[src/rtl/result_bcd_formatter.sv]
// Result-to-BCD formatter: captures one 8-bit colour channel of the core result,
// converts it to three decimal digits with a sequential double-dabble engine and
// presents the channel indicator plus hundreds/tens/ones to the display driver.
// Digit outputs only change at the end of a conversion, so the display never
// shows a partially converted value.
module result_bcd_formatter #(
  parameter logic [4:0] BLANK_CODE = 5'h1F
) (
  input  logic        clk,
  input  logic        rst,
  input  logic [23:0] result,
  input  logic [1:0]  ch_sel,
  input  logic        blank_en,
  input  logic        start,
  output logic        busy,
  output logic        done,
  output logic [4:0]  mi_digit,
  output logic [4:0]  hundreds,
  output logic [4:0]  tens,
  output logic [4:0]  ones
);

  typedef enum logic [1:0] {
    StIdle,
    StShift,
    StFormat
  } state_e;

  localparam logic [1:0] ChInvalid = 2'd3;

  state_e      state_q, state_d;
  logic [7:0]  op_q, op_d;       // remaining binary bits, shifted out MSB first
  logic [11:0] bcd_q, bcd_d;     // {hundreds, tens, ones} nibbles
  logic [2:0]  cnt_q, cnt_d;     // shift iteration index
  logic [1:0]  ch_q, ch_d;       // channel latched at start
  logic        blank_q, blank_d; // blanking enable latched at start
  logic        done_q, done_d;
  logic [4:0]  mi_q, mi_d;
  logic [4:0]  hun_q, hun_d;
  logic [4:0]  ten_q, ten_d;
  logic [4:0]  one_q, one_d;

  logic [7:0]  chan_val;
  logic [11:0] bcd_adj;
  logic [19:0] shifted;
  logic [4:0]  fmt_mi, fmt_hun, fmt_ten, fmt_one;

  // Add 3 to every BCD nibble that is 5 or more, so the following left shift
  // carries correctly into the next decimal digit.
  function automatic logic [11:0] add3_adjust(input logic [11:0] bcd);
    logic [11:0] r;
    r = bcd;
    for (int i = 0; i < 3; i++) begin
      if (bcd[4*i +: 4] >= 4'd5) begin
        r[4*i +: 4] = bcd[4*i +: 4] + 4'd3;
      end
    end
    return r;
  endfunction

  // Select the requested colour channel; the invalid selection converts zero
  // and is blanked at format time anyway.
  always_comb begin
    chan_val = 8'h00;
    unique case (ch_sel)
      2'd0:    chan_val = result[23:16];
      2'd1:    chan_val = result[15:8];
      2'd2:    chan_val = result[7:0];
      default: chan_val = 8'h00;
    endcase
  end

  // One double-dabble iteration: adjust, then shift {bcd, operand} left by one.
  always_comb begin
    bcd_adj = add3_adjust(bcd_q);
    shifted = {bcd_adj, op_q} << 1;
  end

  // Digit encoding with optional leading-zero blanking and invalid-channel blanking.
  always_comb begin
    fmt_mi  = {3'b000, ch_q} + 5'd1;
    fmt_hun = {1'b0, bcd_q[11:8]};
    fmt_ten = {1'b0, bcd_q[7:4]};
    fmt_one = {1'b0, bcd_q[3:0]};
    if (blank_q) begin
      if (bcd_q[11:8] == 4'd0) begin
        fmt_hun = BLANK_CODE;
      end
      if (bcd_q[11:4] == 8'd0) begin
        fmt_ten = BLANK_CODE;
      end
    end
    if (ch_q == ChInvalid) begin
      fmt_mi  = BLANK_CODE;
      fmt_hun = BLANK_CODE;
      fmt_ten = BLANK_CODE;
      fmt_one = BLANK_CODE;
    end
  end

  // Next-state logic for the IDLE -> SHIFT x8 -> FORMAT sequence.
  always_comb begin
    state_d = state_q;
    op_d    = op_q;
    bcd_d   = bcd_q;
    cnt_d   = cnt_q;
    ch_d    = ch_q;
    blank_d = blank_q;
    done_d  = 1'b0;
    mi_d    = mi_q;
    hun_d   = hun_q;
    ten_d   = ten_q;
    one_d   = one_q;
    unique case (state_q)
      StIdle: begin
        if (start) begin
          op_d    = chan_val;
          ch_d    = ch_sel;
          blank_d = blank_en;
          bcd_d   = 12'd0;
          cnt_d   = 3'd0;
          state_d = StShift;
        end
      end
      StShift: begin
        bcd_d = shifted[19:8];
        op_d  = shifted[7:0];
        cnt_d = cnt_q + 3'd1;
        if (cnt_q == 3'd7) begin
          state_d = StFormat;
        end
      end
      StFormat: begin
        mi_d    = fmt_mi;
        hun_d   = fmt_hun;
        ten_d   = fmt_ten;
        one_d   = fmt_one;
        done_d  = 1'b1;
        state_d = StIdle;
      end
      default: begin
        state_d = StIdle;
      end
    endcase
  end

  // State and output registers; synchronous reset takes priority over start.
  always_ff @(posedge clk) begin
    if (rst) begin
      state_q <= StIdle;
      op_q    <= 8'd0;
      bcd_q   <= 12'd0;
      cnt_q   <= 3'd0;
      ch_q    <= 2'd0;
      blank_q <= 1'b0;
      done_q  <= 1'b0;
      mi_q    <= BLANK_CODE;
      hun_q   <= BLANK_CODE;
      ten_q   <= BLANK_CODE;
      one_q   <= BLANK_CODE;
    end else begin
      state_q <= state_d;
      op_q    <= op_d;
      bcd_q   <= bcd_d;
      cnt_q   <= cnt_d;
      ch_q    <= ch_d;
      blank_q <= blank_d;
      done_q  <= done_d;
      mi_q    <= mi_d;
      hun_q   <= hun_d;
      ten_q   <= ten_d;
      one_q   <= one_d;
    end
  end

  assign busy     = (state_q != StIdle);
  assign done     = done_q;
  assign mi_digit = mi_q;
  assign hundreds = hun_q;
  assign tens     = ten_q;
  assign ones     = one_q;

endmodule

[config.mk]
export PLATFORM = sky130hd
export DESIGN_NAME = result_bcd_formatter
export DESIGN_NICKNAME = d
export VERILOG_FILES = /design/src/rtl/result_bcd_formatter.sv
export SDC_FILE = /design/constraint.sdc
export NUM_CORES = 1
export LEC_CHECK = 0
export CORE_UTILIZATION = 49
export DETAILED_ROUTE_END_ITERATION = 10
export PLACE_DENSITY = 0.79
export REMOVE_ABC_BUFFERS = 1
export SLEW_MARGIN = 20
export SYNTH_ARGS = -nofsm -noshare
export SYNTH_HDL_FRONTEND = slang
export SYNTH_SLANG_ARGS = --single-unit
[constraint.sdc]
create_clock -name clk -period 1.7 [get_ports clk]
set_clock_uncertainty 0.05 [all_clocks]
set_input_delay 0.34 -clock clk [delete_from_list [all_inputs] [get_ports clk]]
set_output_delay 0.34 -clock clk [all_outputs]
set_load 0.1 [all_outputs]
Word-level counts from Yosys, hierarchy flattened
Cells that the tools add are included.

Order comparisons: 3. Add/sub/neg operators: 5. Multiplexer cells: 22. Eq/ne operators: 8. Reduce and logical (&&, ||, !) cells: 9.

Operators by type and width (number): two-way mux 5 bit (8); one-hot mux 12 bit (2 select lines) (1); one-hot mux 8 bit (3 select lines) (1); one-hot mux 8 bit (2 select lines) (1); >= comparator 4 x 3 -> 1 bit, second input constant (3); two-way mux 12 bit (1); adder 4 x 2 -> 4 bit, second input constant (2); logical NOT 8 bit (1); two-way mux 4 bit (2); two-way mux 8 bit (1); equality test 2 bit, second input constant (3); two-way mux 3 bit (2); one-hot mux 3 bit (2 select lines) (1); AND reduction 2 bit (3); equality test 2 x 1 -> 1 bit, second input constant (2); logical NOT 2 bit (2); logical NOT 4 bit (1); two-way mux 2 bit (2); inequality test 2 bit, second input constant (2); one-hot mux 2 bit (2 select lines) (1); nonzero test 2 bit (2); adder 2 x 1 -> 3 bit, second input constant (1); adder 3 x 1 -> 3 bit, second input constant (1); adder 3 x 2 -> 3 bit, second input constant (1); other kinds (2) (2).

Input port bits: 30. Register bits: 49. Logic and storage cells: 58.

Longest topological paths before layout
Depth in word-level cells: 4. Gate-level depth with buffers: 6. Mapped depth without buffers: 6.

Worst setup path after synthesis
OpenSTA, ideal clock, no wires.

Kind: register to output. Start: reg mi_q[3] (netlist: mi_digit[3]). End: out mi_digit[3]. Path slack: -0.099 ns. Stages on the path, launching flop included: 2. Path buffers: 1. Arrival: 1.409 ns. Path through: dfxtp_1 -> buf_4.

RTL lines: from (decl) (line 38) `logic [4:0] mi_q, mi_d;`; from (signal assigned) (line 169) `mi_q <= mi_d;`; to (decl) (line 17) `output logic [4:0] mi_digit,`.

No word-level cell between the ends.

Final worst setup path
Start: reg bcd_q[9]. End: reg ten_q[0] (netlist: tens[0]).

Cells in the longest elaborated chain, start to end: 4.

RTL lines: from (decl) (line 33) `logic [11:0] bcd_q, bcd_d;`; from (signal assigned) (line 152) `bcd_q <= 12'd0;`; from (signal assigned) (line 164) `bcd_q <= bcd_d;`; logical NOT 8 bit (line 89) `if (bcd_q[11:4] == 8'd0) begin`; two-way mux 5 bit (line 89); two-way mux 5 bit (line 85) `if (blank_q) begin`; two-way mux 5 bit (line 93) `if (ch_q == ChInvalid) begin`; to (signal assigned) (line 171) `ten_q <= ten_d;`; to (decl) (line 40) `logic [4:0] ten_q, ten_d;`.

Every way passes these cells. A chain may end at the register's enable or synchronous reset.

==> results.toml <==
[layout]
diodes = 0
finalNetCount = 342
area_delta_synth_final_pct = 44.52
fin_cells = 353
drive_gt1_frac = 0.1683

[cts]
clk_pin_slew_ps = 80
clk_latency_ps = 300
cts_sinks = 46
cts_max_level = 2
post_cts_resized = 0
cts_tree = "yes"
ctsHoldBuffers = 0
clockBufferDepth = 2
numCtsBuffers = 5
cts_root_buf = "clkbuf_8"
post_cts_buffers = 0

[route]
dr.first_iter.drc_count = 98
avgRoutedWirePerCell_um = 12.91
drc = 0
ant_nets = 0
first_pass_iters = 4
vias = 1914
post_drt_via_cell_ratio = 5.422
routed_wl_um = 4558

[setup_path]
critical_path.startpoint = "bcd_q[9]"
start_kind = "flop"
worst_ep_required_time_ps = 1870
cp_max_fo = 5
rr_startpoint = "bcd_q[9]"
crit_chain = "inv_1 -> ha_1 -> nor4bb_2 -> nand2_1 -> o21a_1 -> o211ai_1"
arrival_ps = 1760
cp_slowest_cell = "dfxtp_1"
critPathKind = "flop to flop"
max_stage_delay_ps = 320
endpoint_kind = "flop"

[timing]
finalSetupTns_ps = 0
setup_violations = 0
period_needed_ps = 1592
min_period_over_period = 0.9366
slew_violations = 0
hold_viol = 0
tightest_slew_ps = 556.9
slew_headroom = 0.6267
fmax_mhz = 628.1

[die]
design.core.area_mm2 = 0.004058
io_pins = 52
initial_core_util = 0.5208
die_width_um = 67.67
num_rows = 23
die_h_um = 67.67
die_area_mm2 = 0.004579

[global_route]
grt_pass1_wl_um = 7569
grt_max_degree = 23
antenna_found_initial = 0
grt_pass1_vias = 1819
grt_overflow = 0
grt_usage = 0.2209

[logic_synthesis]
yosys_warnings = 0
synth_edf_count = 0
synth_top_area_share = 0.4358
synth.most_common_cell = "dfxtp_1"
syn_area_mm2 = 0.002113
synth_common_cells = "dfxtp_1 (46), nand2_1 (37), a21oi_1 (24)"
ys_seq_elements = 46
ys_seq_area_frac = 0.4358
async_flop_share = 0
synth_ff_type = "dfxtp_1"
yosysUniqueCellTypes = 34
synth_cells = 244
synth_top_cell_by_area = "dfxtp_1"
synth_area_leaders = "dfxtp_1 (44%), nand2_1 (6.6%), a21oi_1 (5.7%)"
syn_area_per_cell_um2 = 8.661

[power_and_ir_drop]
pwr_density_cell_mw_per_mm2 = 659.8
power.leakage_nw = 1.335
power.total_mw = 2.015
vdd_drop_max_v = 0.0004297

[outcome]
outcome = "completed"

[run]
drv_cap = 0

[min_path]
worstHoldStart = "blank_q"
hp-class = "flop to flop"

[place]
dp_hpwl_um = 3494
io_buffers = 51
routabilityCongestion = 0.8908
dp_cells = 346
-- worst paths after layout --
path              to  slack [ps]  depth (start not counted)
max          tens[0]         110                          6
min          blank_q         400                          2
max reg2reg  tens[0]         110                          6
min reg2reg  blank_q         400                          2
-- cells in the final DEF (no fill, tap or decap), types with 8 or more instances in the layout --
| cell type | synthesis | layout |
|---|---|---|
| a21oi_1 | 24 | 23 |
| a22oi_1 | 8 | 8 |
| clkdlybuf4s50_1 | 0 | 29 |
| nor2_1 | 16 | 16 |
| ha_1 | 9 | 9 |
| buf_4 | 3 | 16 |
| mux2i_1 | 10 | 10 |
| dfxtp_1 | 46 | 46 |
| inv_1 | 8 | 8 |
| buf_12 | 0 | 23 |
| nand2_1 | 37 | 37 |
| nand3_1 | 12 | 12 |
-- worst max-delay path: cells and delay by family (launching register included) --
kind	cells	cell delay, ps
compound gates	2	380
fa+ha+maj	1	230
flops	1	320
simple gates	2	430
buf+inv	1	100
-- cells by family after synthesis --
group / synth area share
AOI/OAI and AO/OA: 0.1989
buffers and inverters: 0.05151
DFF: 0.4358
muxes: 0.05270
xor gates and xnor gates: 0.01658
and+or+nand+nor: 0.1912
adders and majority gates: 0.05329
-- where the power goes --
part	switching [mW]	internal, mW
Clock	0.342	0.283
Combinational	0.130	0.144
Sequential	0.0179	1.10
-- layout make-up --
class	count	area (um^2)
multi-input cells	174	1094
fillers	284	1003
flip-flops and latches	46	920.9
repair buffers	68	870.8
clock buffers	7	76.32
well taps	50	62.56
inverters	8	30.03
-- routing by layer --
| metal | GRT usage | share of wire |
|---|---|---|
| met4 | 0.09043 | 0.014 |
| met2 | 0.3899 | 0.50 |
| met1 | 0.2528 | 0.43 |
| met3 | 0.05068 | 0.050 |
| met5 | 0 | 0 |
-- registers in the layout, indices dropped and copies added, names as in the netlist --
| register | flops |
|---|---|
| op_q | 8 |
| cnt_q | 3 |
| ones | 4 |
| hundreds | 5 |
| bcd_q | 12 |
| tens | 5 |
| mi_digit | 3 |
| state_q | 2 |
| ch_q | 2 |
| blank_q | 1 |
| done | 1 |
-- stage by stage --
stage	setup slack (ps)	cell area (um^2)	util	hold slack (ps)
final	107.9	3054	0.7527	403.0
after global routing	-12.93	3054	0.7527	417.1
after CTS	119.4	3044	0.7502	400.8
after detailed placement	-137.3	2968	0.7314	389.9
after global placement	-74.80	2968	0.7314	385.1
after floorplan	-1547	2034	-	359.1
Note: power is estimated with default switching activity, not from simulation.
